===== src/rtl/unidade_controle_jogo_pkg.sv =====
// Shared state codes and defaults for the memory-game control unit.
// The debug 7-segment decoder imports the same codes.
package unidade_controle_jogo_pkg;

  typedef enum logic [3:0] {
    INICIAL       = 4'h0,
    PREPARACAO    = 4'h1,
    ESPERA_JOGADA = 4'h2,
    REGISTRA      = 4'h4,
    COMPARACAO    = 4'h5,
    PROXIMO       = 4'h6,
    FIM_ACERTOU   = 4'hA,
    FIM_TIMEOUT   = 4'hD,
    FIM_ERROU     = 4'hE
  } estado_t;

  localparam int TIMEOUT_CICLOS_PADRAO = 5000;
  localparam int TW_PADRAO             = 16;

  function automatic logic eh_fim(input estado_t e);
    return (e == FIM_ACERTOU) || (e == FIM_TIMEOUT) || (e == FIM_ERROU);
  endfunction

endpackage


===== src/rtl/unidade_controle_jogo_contador_timeout.sv =====
// Per-move inactivity counter: sync clear, enable, saturating, with a
// terminal-count flag at LIMITE-1.
module contador_timeout #(
  parameter int TW     = 16,
  parameter int LIMITE = 5000
) (
  input  logic clock,
  input  logic reset,
  input  logic i_zera,
  input  logic i_conta,
  output logic o_fim
);

  localparam logic [TW-1:0] TC   = TW'(LIMITE - 1);
  localparam logic [TW-1:0] VMAX = '1;

  logic [TW-1:0] r_contagem;

  always_ff @(posedge clock or posedge reset) begin
    if (reset)
      r_contagem <= '0;
    else if (i_zera)
      r_contagem <= '0;
    else if (i_conta && (r_contagem != VMAX))
      r_contagem <= r_contagem + TW'(1);
  end

  assign o_fim = (r_contagem == TC);

endmodule


===== src/rtl/unidade_controle_jogo.sv =====
// Moore FSM sequencing the memory-game datapath, with a per-move timeout
// and hit / miss / timeout result flags.
//
// state         | meaning
// inicial       | idle, waiting for iniciar
// preparacao    | clear address counter and move register
// espera_jogada | waiting for a move, timeout window running
// registra      | load move register
// comparacao    | ROM data vs registered move
// proximo       | advance address counter
// fim_acertou   | all 16 moves matched
// fim_errou     | a move mismatched
// fim_timeout   | no move within the window
module unidade_controle_jogo
  import unidade_controle_jogo_pkg::*;
#(
  parameter int TIMEOUT_CICLOS = TIMEOUT_CICLOS_PADRAO,
  parameter int TW             = TW_PADRAO
) (
  input  logic       clock,
  input  logic       reset,
  input  logic       iniciar,
  input  logic       jogada_feita,
  input  logic       igual,
  input  logic       fimC,
  output logic       zeraC,
  output logic       contaC,
  output logic       zeraR,
  output logic       registraR,
  output logic       pronto,
  output logic       acertou,
  output logic       errou,
  output logic       timeout,
  output logic [3:0] db_estado
);

  estado_t r_estado;
  estado_t w_proximo;
  logic    w_fim_timeout;

  contador_timeout #(
    .TW     (TW),
    .LIMITE (TIMEOUT_CICLOS)
  ) u_timeout (
    .clock   (clock),
    .reset   (reset),
    .i_zera  (r_estado != ESPERA_JOGADA),
    .i_conta (r_estado == ESPERA_JOGADA),
    .o_fim   (w_fim_timeout)
  );

  always_ff @(posedge clock or posedge reset) begin
    if (reset)
      r_estado <= INICIAL;
    else
      r_estado <= w_proximo;
  end

  always_comb begin
    w_proximo = INICIAL;
    case (r_estado)
      INICIAL:       w_proximo = iniciar ? PREPARACAO : INICIAL;
      PREPARACAO:    w_proximo = ESPERA_JOGADA;
      // a move arriving in the expiry cycle still counts
      ESPERA_JOGADA: begin
        if (jogada_feita)       w_proximo = REGISTRA;
        else if (w_fim_timeout) w_proximo = FIM_TIMEOUT;
        else                    w_proximo = ESPERA_JOGADA;
      end
      REGISTRA:      w_proximo = COMPARACAO;
      COMPARACAO: begin
        if (!igual)     w_proximo = FIM_ERROU;
        else if (fimC)  w_proximo = FIM_ACERTOU;
        else            w_proximo = PROXIMO;
      end
      PROXIMO:       w_proximo = ESPERA_JOGADA;
      FIM_ACERTOU, FIM_TIMEOUT, FIM_ERROU:
                     w_proximo = iniciar ? PREPARACAO : r_estado;
      default:       w_proximo = INICIAL;
    endcase
  end

  always_comb begin
    zeraC     = 1'b0;
    contaC    = 1'b0;
    zeraR     = 1'b0;
    registraR = 1'b0;
    acertou   = 1'b0;
    errou     = 1'b0;
    timeout   = 1'b0;
    pronto    = eh_fim(r_estado);
    case (r_estado)
      PREPARACAO: begin
        zeraC = 1'b1;
        zeraR = 1'b1;
      end
      REGISTRA:    registraR = 1'b1;
      PROXIMO:     contaC    = 1'b1;
      FIM_ACERTOU: acertou   = 1'b1;
      FIM_ERROU:   errou     = 1'b1;
      FIM_TIMEOUT: timeout   = 1'b1;
      default: ;
    endcase
  end

  assign db_estado = r_estado;

endmodule


===== config.mk =====
export PLATFORM = sky130hd
export DESIGN_NAME = unidade_controle_jogo
export DESIGN_NICKNAME = d
export VERILOG_FILES = /design/src/rtl/unidade_controle_jogo_pkg.sv /design/src/rtl/unidade_controle_jogo_contador_timeout.sv /design/src/rtl/unidade_controle_jogo.sv
export SDC_FILE = /design/constraint.sdc
export NUM_CORES = 1
export LEC_CHECK = 0
export ABC_AREA = 1
export ABC_CLOCK_PERIOD_IN_PS = 1700
export BUFFER_PORTS_ARGS = -buffer_cell sky130_fd_sc_hd__clkbuf_2
export CAP_MARGIN = 0
export CORE_MARGIN = 2
export CORE_UTILIZATION = 50
export CTS_BUF_LIST = sky130_fd_sc_hd__clkbuf_4 sky130_fd_sc_hd__clkbuf_8 sky130_fd_sc_hd__clkbuf_16
export CTS_CLUSTER_DIAMETER = 40
export DETAILED_ROUTE_END_ITERATION = 10
export PLACE_DENSITY = 0.8
export SKIP_CTS_REPAIR_TIMING = 1
export SLEW_MARGIN = 25
export SYNTH_ARGS = -nofsm -noshare
export SYNTH_HDL_FRONTEND = slang
export SYNTH_HIERARCHICAL = 1
export SYNTH_SLANG_ARGS = --single-unit

===== constraint.sdc =====
create_clock -name clock -period 1.7 [get_ports clock]
set_clock_uncertainty 0.05 [all_clocks]
set_input_delay 0.085 -clock clock [delete_from_list [all_inputs] [get_ports clock]]
set_output_delay 0.085 -clock clock [all_outputs]
set_load 0.02 [all_outputs]

==> results.json, run 1 <==
{
  "yosysSeqAreaShare": 0.363,
  "yosysWarnings": 6,
  "setup_violations": 0,
  "p_leak_nw": 0.828,
  "cts-root-buf": "clkbuf_4",
  "clk_latency_ns": 0.30,
  "route.detailed.drc": 0,
  "row_count": 19,
  "ys_seq_elements": 20,
  "ant_nets": 0,
  "min_period_ns": 1.62,
  "p_per_area_nw_per_um2": 975,
  "nNetsFinal": 251,
  "critPathKind": "reg -> reg",
  "grt_util_all_layers": 0.210,
  "die-area_um2": 3200,
  "wl_um": 3230,
  "cpMostUsedCell": "nand2_1",
  "fin_ws_ns": 0.0840,
  "cpPeakStageDelay_ns": 0.40,
  "async_flop_share": 1.00,
  "gr-usage-met1": 0.279,
  "hp-class": "in -> reg",
  "final_cells": 274,
  "yosysTopAreaCell": "dfrtp_1",
  "tns_ns": 0,
  "synthTopCellsByArea": "dfrtp_1 36%, nand2_1 18%, nor2_1 9.0%",
  "numPortBuffers": 17,
  "via_per_inst": 5.18,
  "ir_worst_vdd_mv": 0.742,
  "grt_pass1_wl_um": 5360,
  "dp.cells": 265,
  "arrival_ns": 1.80,
  "antenna_cells": 0,
  "crit_buf_inv": 3,
  "syn_to_final_growth_pct": 18.5,
  "antenna_found_initial": 0,
  "timing.final.crit_share": 0.951,
  "synthCells": 214,
  "clkTransAtPathRegs_ns": 0.12,
  "grt_max_degree": 17,
  "min_path_cells": 3,
  "synth_most_common_cell": "nand2_1",
  "critPathMaxFanout": 3,
  "grt_overflow": 0,
  "cp-start-kind": "flip-flop",
  "cts_buffers": 3,
  "worstRegToRegCells": 13,
  "grt_pass1_vias": 1258,
  "status": "complete, no violations",
  "slew-limit-headroom": 0.591,
  "clock_sinks": 20,
  "wire_per_inst_um": 11.8,
  "ys_types": 24,
  "fmax_ghz": 0.619,
  "drive_gt1_frac": 0.230,
  "die_w_um": 56.5,
  "core-area_um2": 2690,
  "cts_max_path_buffers": 2,
  "required_ns": 1.89,
  "synth_top_area_frac": 0.363,
  "drt_iter0_drc": 77,
  "grtUsageMet2": 0.355,
  "cp.depth": 13,
  "synth_fp_nets": 221,
  "max_cap_violations": 0,
  "tightest_slew_ns": 0.613,
  "io_pins": 18,
  "fp.dieH_um": 56.5,
  "vias": 1420,
  "cts_tree": "built",
  "htree_levels": 1,
  "stdcell_area_um2": 1640,
  "cp-end-kind": "flip-flop",
  "dp_worst_setup_slack_ns": 0.101,
  "hpwl_um": 2420,
  "crit_family": "simple AND/OR/NAND/NOR gates",
  "avgSynthCellArea_um2": 6.45,
  "syn_area_um2": 1380,
  "cp_slowest_cell": "dfrtp_1",
  "dr.pass1.iters": 4,
  "place_area_um2": 1530,
  "synth_common_cells": "68 x nand2_1, 33 x nor2_1, 28 x inv_1, 20 x dfrtp_1, 17 x nand3_1",
  "drv_slew": 0,
  "top_usage_layer": "met2",
  "hold_viol_final": 0,
  "rsz0062_at_grt": "yes",
  "start_util": 0.514,
  "path_cells": "ha_2 > nand2_1 > inv_2 > nand3_1 > nor2_1 > inv_1 > nor2_1 > nand3_1 > nand2_1 > inv_1 > nand2_1 > nand2_1 > nand2_1",
  "use_met3": 0.0253,
  "synth_edf_count": 0,
  "synth_flop_cell": "dfrtp_1",
  "gp_congestion": 0.937
}
-- flip-flops by register name (all words and copies together) (netlist names) --
signal	count
u_timeout/r_contagem	16
db_estado	4
-- where the power goes --
part / leakage [nW] / switching (mW) / internal [mW]
logic: 0.533 / 0.528 / 0.257
registers: 0.274 / 0.0204 / 0.512
clock network: 0.0210 / 0.146 / 0.130
total: 0.828 / 0.694 / 0.900
-- final timing paths --
| path | startpoint | slack, ns | end |
|---|---|---|---|
| min | fimC | 0.02 | db_estado[3]$_DFFE_PP0P_ |
| min reg2reg | u_timeout/r_contagem[4]$_DFFE_PP0P_ | 0.51 | u_timeout/r_contagem[4]$_DFFE_PP0P_ |
| min in group asynchronous | reset | 0.14 | db_estado[0]$_DFFE_PP0P_ |
| max | u_timeout/r_contagem[1]$_DFFE_PP0P_ | 0.08 | db_estado[0]$_DFFE_PP0P_ |
| max reg2reg | u_timeout/r_contagem[1]$_DFFE_PP0P_ | 0.08 | db_estado[0]$_DFFE_PP0P_ |
| max in group asynchronous | reset | 0.83 | u_timeout/r_contagem[10]$_DFFE_PP0P_ |
-- cell type report --
class | instances | area, µm²
fillers | 257 | 1050
repair buffers | 28 | 170
multi-input cells | 161 | 776
flip-flops and latches | 20 | 502
clock buffers | 4 | 36.3
well taps | 31 | 38.8
inverters | 30 | 113
-- metal layers --
layer / vias to the layer above / routed length, µm
li1: 734 / -
met1: 638 / 1480
met2: 48 / 1580
met3: 0 / 169
met4: 0 / 0
met5: - / 0
-- layout by cell type (no fill, tap or decap), types with 5 or more instances in the layout --
| cell type | count |
|---|---|
| inv_1 | 25 |
| nand2_1 | 67 |
| inv_2 | 5 |
| dfrtp_1 | 19 |
| clkbuf_2 | 17 |
| a21oi_1 | 7 |
| nand4_1 | 8 |
| nor2_1 | 29 |
| nor2_2 | 7 |
| nand3_1 | 17 |
| nor2_4 | 5 |
| buf_4 | 10 |
-- metrics by stage --
stage,hold WS [ns],util,power [mW]
detailed placement,-0.0892,0.569,1.26
CTS,-0.418,0.583,1.54
global route,0.0292,0.609,1.71
floorplan,-0.199,-,1.05
global placement,-0.0906,0.569,1.26
finish,0.0165,0.609,1.59
-- tightest hold or removal path, delay by kind of cell --
family / cells / cell delay (ns)
buffers and inverters: 1 / 0.09
AO/OA/AOI/OAI: 1 / 0.08
AND/OR/NAND/NOR: 1 / 0.07
-- logic make-up (layout without fill, tap and decap cells) --
logic type	count (synthesis)	in the layout	share of synthesized area
flops	20	20	0.363
compound gates	14	14	0.0562
buf+inv	34	62	0.102
simple gates	142	143	0.451
fa+ha+maj	1	1	0.00906
xor+xnor	3	3	0.0190
(Power assumes the default switching activity.)
==> run 2: changes to the inputs <==
ABC_AREA = unset   (was 1)
==> run 2 against run 1 <==
Against the previous run:
- the run now ends with setup timing left
- hold slack better by 0.083 ns
- critical path depth down 8
- largest power group unchanged
- first-iteration DRC count down 49%
- area after synthesis down 3.9%
- design area up 5.4%
- non-clock buffer count up 12
- global-route usage up 1.9 points
- maximum frequency down 7.3%
- die area down 3.6%
- largest cell class unchanged
- highest routed layer is now met4
- clock power about the same
- total power up 5.3%
==> results.json, run 2 <==
{
  "status": "finished with violations",
  "violations": "setup timing",
  "dr.pass1.iters": 4,
  "p_leak_nw": 0.721,
  "fmax_ghz": 0.573,
  "layout_commonest_cell": "buf_4",
  "wl_um": 3460,
  "multi_input_area_um2": 840,
  "hp-start": "iniciar",
  "largest_reg_flops": 16,
  "yosysWarnings": 6,
  "nNetsFinal": 191,
  "top_register": "u_timeout/r_contagem",
  "numPortBuffers": 17,
  "rsz0062_at_grt": "yes",
  "clk_latency_ns": 0.30,
  "synth_top_area_frac": 0.377,
  "cp_slowest_cell": "nor4_4",
  "grt_overflow": 0,
  "grt_pass1_vias": 1301,
  "dp.cells": 203,
  "cp-end-kind": "flip-flop",
  "path_cells": "buf_4 > nand4_1 > nor4_4 > nor2b_2 > mux2_2",
  "cts_tree": "built",
  "final_cells": 213,
  "crit_family": "simple AND/OR/NAND/NOR gates",
  "via_per_inst": 6.26,
  "p_seq_frac": 0.334,
  "p_int_uw": 995,
  "clkTransAtPathRegs_ns": 0.12,
  "syn_to_final_growth_pct": 30.0,
  "ys_types": 48,
  "setup_violations": 2,
  "crit_buf_inv": 1,
  "synth_most_common_cell": "dfrtp_1",
  "n_fill_cell": 198,
  "timing.final.crit_share": 1.03,
  "wire_per_inst_um": 16.2,
  "yosysTopAreaCell": "dfrtp_1",
  "core-area_um2": 2500,
  "tightest_slew_ns": 0.642,
  "final_util": 0.690,
  "synthTopCellsByArea": "dfrtp_1 38%, a21oi_1 3.8%, nand4_1 3.3%",
  "start_util": 0.531,
  "switchingPower_uw": 684,
  "route.detailed.drc": 0,
  "cts_max_path_buffers": 2,
  "drt_iter0_drc": 39,
  "drive_gt1_frac": 0.421,
  "row_count": 18,
  "tns_ns": -0.0635,
  "slew-limit-headroom": 0.571,
  "p_per_area_nw_per_um2": 973,
  "startpoint": "u_timeout/r_contagem[7]$_DFFE_PP0P_",
  "clock_sinks": 20,
  "fp.dieH_um": 55.5,
  "critPathMaxFanout": 7,
  "cp-start-kind": "flip-flop",
  "avgSynthCellArea_um2": 9.08,
  "arrival_ns": 1.90,
  "vias": 1333,
  "antenna_cells": 0,
  "swShare": 0.407,
  "grt_pass1_wl_um": 5730,
  "synth_flop_cell": "dfrtp_1",
  "gp_congestion": 0.898,
  "die_w_um": 55.5,
  "synth_fp_nets": 153,
  "cts_buffers": 3,
  "die-area_um2": 3080,
  "synth_common_cells": "20 x dfrtp_1, 10 x a21oi_1, 9 x nor2_1, 8 x inv_1, 8 x nand2_1",
  "drv_slew": 0,
  "ant_nets": 0,
  "synthCells": 146,
  "syn_area_um2": 1330,
  "max_cap_violations": 0,
  "ir_worst_vdd_mv": 0.894,
  "clkPwrFrac": 0.165,
  "power.total_mw": 1.68,
  "synth_edf_count": 0,
  "final_cell_mix": "21 x buf_4, 17 x clkbuf_2, 13 x dfrtp_1",
  "ys_seq_elements": 20,
  "hold_viol_final": 0,
  "required_ns": 1.85,
  "seq_area_um2": 509,
  "io_pins": 18,
  "antenna_found_initial": 0,
  "hp-class": "in -> reg",
  "pwr-share-comb": 0.501,
  "cts-root-buf": "clkbuf_4",
  "min_period_ns": 1.74,
  "grt_util_all_layers": 0.228,
  "cpPeakStageDelay_ns": 0.49,
  "htree_levels": 1,
  "grt_max_degree": 18,
  "yosysSeqAreaShare": 0.377,
  "async_flop_share": 1.00,
  "worstReg2RegStart": "u_timeout/r_contagem[7]$_DFFE_PP0P_",
  "hpwl_um": 2470,
  "critPathKind": "reg -> reg",
  "fin_ws_ns": -0.0437
}
[run 2: cell types whose count changed after synthesis, sizes merged, moves of 5 or more]
| cell | before | now |
|---|---|---|
| nor3 | 2 | 7 |
| nor2 | 40 | 9 |
| nand2 | 71 | 9 |
| nor2b | 0 | 6 |
| inv | 30 | 8 |
| nand3 | 17 | 6 |
[run 2: worst reg2reg max path, stage by stage, from the launching register on]
cell and delay, ns:
dfrtp_1 0.37, buf_4 0.14, nand4_1 0.21, nor4_4 0.49
nor2b_2 0.10, mux2_2 0.28
[run 2: final cells by class]
class	count	share of cell area
Inverter	8	0.0218
Multi-Input combinational cell	111	0.487
Timing Repair Buffer	40	0.153
Clock buffer	4	0.0210
Tap cell	30	0.0218
Sequential cell	20	0.295
[run 2: cells by family (layout without fill, tap and decap cells)]
family	after synthesis	after routing	share of synthesized area
AO/OA/AOI/OAI	38	38	0.204
adder cells (fa/ha/maj)	1	1	0.00943
buffers and inverters	15	52	0.0566
flip-flops	20	20	0.377
multiplexers	3	3	0.0236
AND/OR/NAND/NOR	69	69	0.329
[run 2: final timing paths]
path	to	slack [ns]	cells past startpoint
max in group asynchronous	u_timeout/r_contagem[8]$_DFFE_PP0P_	0.79	3
min in group asynchronous	db_estado[0]$_DFFE_PP0P_	0.16	3
setup reg to reg	u_timeout/r_contagem[0]$_DFFE_PP0P_	-0.04	5
hold / removal	db_estado[1]$_DFFE_PP0P_	0.1	3
hold reg to reg	u_timeout/r_contagem[7]$_DFFE_PP0P_	0.55	2
setup / recovery	u_timeout/r_contagem[0]$_DFFE_PP0P_	-0.04	5
[run 2: through the flow]
step / setup WS (ns) / cell area, µm² / hold slack [ns]
3_5_place_dp: -0.0741 / 1570 / -0.0862
5_1_grt: -0.109 / 1720 / 0.0900
2_1_floorplan: -0.0997 / 1380 / -0.199
3_3_place_gp: 0.0358 / 1570 / -0.0870
4_1_cts: -0.109 / 1610 / -0.420
6_report: -0.0437 / 1720 / 0.0999
[run 2: routing by layer]
metal,track usage,share of wire,wire (µm),vias up
met4,0.118,0.025,87,0
met2,0.386,0.50,1740,46
met1,0.278,0.42,1460,639
li1,-,-,-,640
met5,0,0,0,-
met3,0.0375,0.049,171,8
[run 2: power by group through the flow]
stage	Sequential, mW	Clock, mW	Combinational (mW)
after detailed placement	0.567	0	0.749
after floorplan	0.614	0	0.498
after global routing	0.566	0.305	0.903
after global placement	0.564	0	0.731
final	0.560	0.277	0.841
after CTS	0.558	0.287	0.754
==> run 3: changes to the inputs <==
==> constraint.sdc (replaced) <==
create_clock -name clock -period 1.7 [get_ports clock]
set_clock_uncertainty 0.05 [all_clocks]
set_input_delay 0.17 -clock clock [delete_from_list [all_inputs] [get_ports clock]]
set_output_delay 0.17 -clock clock [all_outputs]
set_load 0.02 [all_outputs]
==> run 3 against run 2 <==
Against the previous run:
- the flow now finishes without violations
- hold slack gained 0.073 ns
- maximum frequency grew 3.9%
- clock power grew 41%
- register-to-register slack gained 0.06 ns
- critical path type unchanged
==> results.json, run 3 (same netlist as run 2, synthesis figures left out) <==
{
  "fmax_ghz": 0.596,
  "reg2reg_to": "u_timeout/r_contagem[9]$_DFFE_PP0P_",
  "switchingPower_uw": 692,
  "htree_levels": 1,
  "timing.final.crit_share": 0.988,
  "vias": 1353,
  "cts_tree": "built",
  "cts_buffers": 3,
  "wire_per_inst_um": 16.4,
  "grt_util_all_layers": 0.229,
  "row_count": 18,
  "hpwl_um": 2410,
  "top_register": "u_timeout/r_contagem",
  "clk_latency_ns": 0.31,
  "grtUsageMet2": 0.383,
  "die_w_um": 55.5,
  "gr-usage-met1": 0.290,
  "io_pins": 18,
  "hold_slack_ns": 0.173,
  "p_int_mw": 1.11,
  "wl_um": 3450,
  "min_path_cells": 3,
  "clock_sinks": 20,
  "min_period_ns": 1.68,
  "hp-class": "in -> reg",
  "drt_iter0_drc": 58,
  "swShare": 0.385,
  "critPathMaxFanout": 6,
  "status": "complete, no violations",
  "n_fill_cell": 179,
  "core-area_um2": 2500,
  "layout_commonest_cell": "buf_4",
  "largest_reg_flops": 16,
  "nNetsFinal": 189,
  "required_ns": 1.86,
  "grt_overflow": 0,
  "dr.pass1.iters": 4,
  "final_cell_mix": "21 x buf_4, 14 x dfrtp_1, 12 x clkbuf_2",
  "cts_max_path_buffers": 2,
  "grt_max_degree": 18,
  "tightest_slew_ns": 0.574,
  "slew-limit-headroom": 0.607,
  "numPortBuffers": 17,
  "pwr-share-comb": 0.462,
  "ant_nets": 0,
  "hold_end": "db_estado[3]$_DFFE_PP0P_",
  "gp_congestion": 0.909,
  "place_area_um2": 1540,
  "arrival_ns": 1.84,
  "start_util": 0.531,
  "drv_slew": 0,
  "via_per_inst": 6.41,
  "setup_violations": 0,
  "syn_to_final_growth_pct": 32.8,
  "antenna_found_initial": 0,
  "grt_pass1_vias": 1277,
  "p_seq_frac": 0.321,
  "worstReg2RegStart": "u_timeout/r_contagem[13]$_DFFE_PP0P_",
  "rsz0062_at_grt": "yes",
  "cp-end-kind": "flip-flop",
  "stdcell_area_um2": 1760,
  "clkTransAtPathRegs_ns": 0.12,
  "clkPwrFrac": 0.217,
  "p_leak_nw": 0.731,
  "cp-start-kind": "flip-flop",
  "r2r_setup_slack_ns": 0.02,
  "grt_pass1_wl_um": 5720,
  "worstRegToRegCells": 5,
  "max_cap_violations": 0,
  "cts-root-buf": "clkbuf_4",
  "ir_worst_vdd_mv": 1.27,
  "hold_viol_final": 0,
  "critPathKind": "reg -> reg",
  "antenna_cells": 0,
  "hp-start": "jogada_feita",
  "die-area_um2": 3080,
  "top_usage_layer": "met2",
  "route.detailed.drc": 0,
  "p_per_area_nw_per_um2": 1020,
  "use_met3": 0.0281,
  "drive_gt1_frac": 0.425,
  "fp.dieH_um": 55.5
}
==> run 3: changes by cell type in the layout (fill, tap and decap cells not counted), moves of 2 or more <==
cell,delta
o21ai_1,+2
clkbuf_2,-5
o21ai_0,-2
buf_6,+2
==> run 3: area by class of cell <==
class,count,area [µm²],area share
repair buffers,38,267,0.151
flip-flops and latches,20,508,0.288
clock inverters,1,30.0,0.0170
inverters,8,35.0,0.0199
clock buffers,3,22.5,0.0128
multi-input cells,111,862,0.489
well taps,30,37.5,0.0213
==> run 3: power by group through the flow <==
stage | Sequential, mW | Clock [mW] | Combinational [mW]
after detailed placement | 0.584 | 0 | 0.683
after global placement | 0.583 | 0 | 0.665
after global routing | 0.584 | 0.425 | 0.897
final | 0.577 | 0.391 | 0.831
after CTS | 0.574 | 0.402 | 0.685
after floorplan | 0.614 | 0 | 0.498
==> run 3: worst max-delay path by stage <==
stage,startpoint,to,slack [ns]
floorplan,db_estado[3]$_DFFE_PP0P_,zeraR,-0.005
global placement,u_timeout/r_contagem[10]$_DFFE_PP0P_,db_estado[0]$_DFFE_PP0P_,0.02
detailed placement,u_timeout/r_contagem[0]$_DFFE_PP0P_,u_timeout/r_contagem[0]$_DFFE_PP0P_,-0.01
CTS,db_estado[0]$_DFFE_PP0P_,pronto,-0.16
global route,u_timeout/r_contagem[13]$_DFFE_PP0P_,u_timeout/r_contagem[9]$_DFFE_PP0P_,-0.05
finish,u_timeout/r_contagem[13]$_DFFE_PP0P_,u_timeout/r_contagem[9]$_DFFE_PP0P_,0.02
==> run 3: metal layers <==
metal	wire [µm]	vias up	part of all wire
met5	0	-	0
met4	74	0	0.021
met3	141	9	0.041
met2	1680	50	0.49
met1	1550	657	0.45
li1	-	637	-
==> run 3: worst max-delay path, stage by stage, from the launching register on <==
cell and delay [ns]:
dfrtp_1 0.48, nand4_1 0.25, buf_4 0.22, nor2_2 0.16, a31oi_1 0.14, a311oi_1 0.29
==> run 3: metrics by stage <==
step           setup slack [ns]  std cells   util  total power, mW  setup TNS (ns)
5_1_grt                 -0.0454        211  0.705             1.91          -0.254
3_3_place_gp             0.0225        199  0.617             1.25               0
4_1_cts                  -0.155        203  0.638             1.66          -0.518
2_1_floorplan          -0.00451        146      -             1.11        -0.00451
6_report                 0.0209        211  0.705             1.80               0
3_5_place_dp            -0.0129        199  0.617             1.27         -0.0193
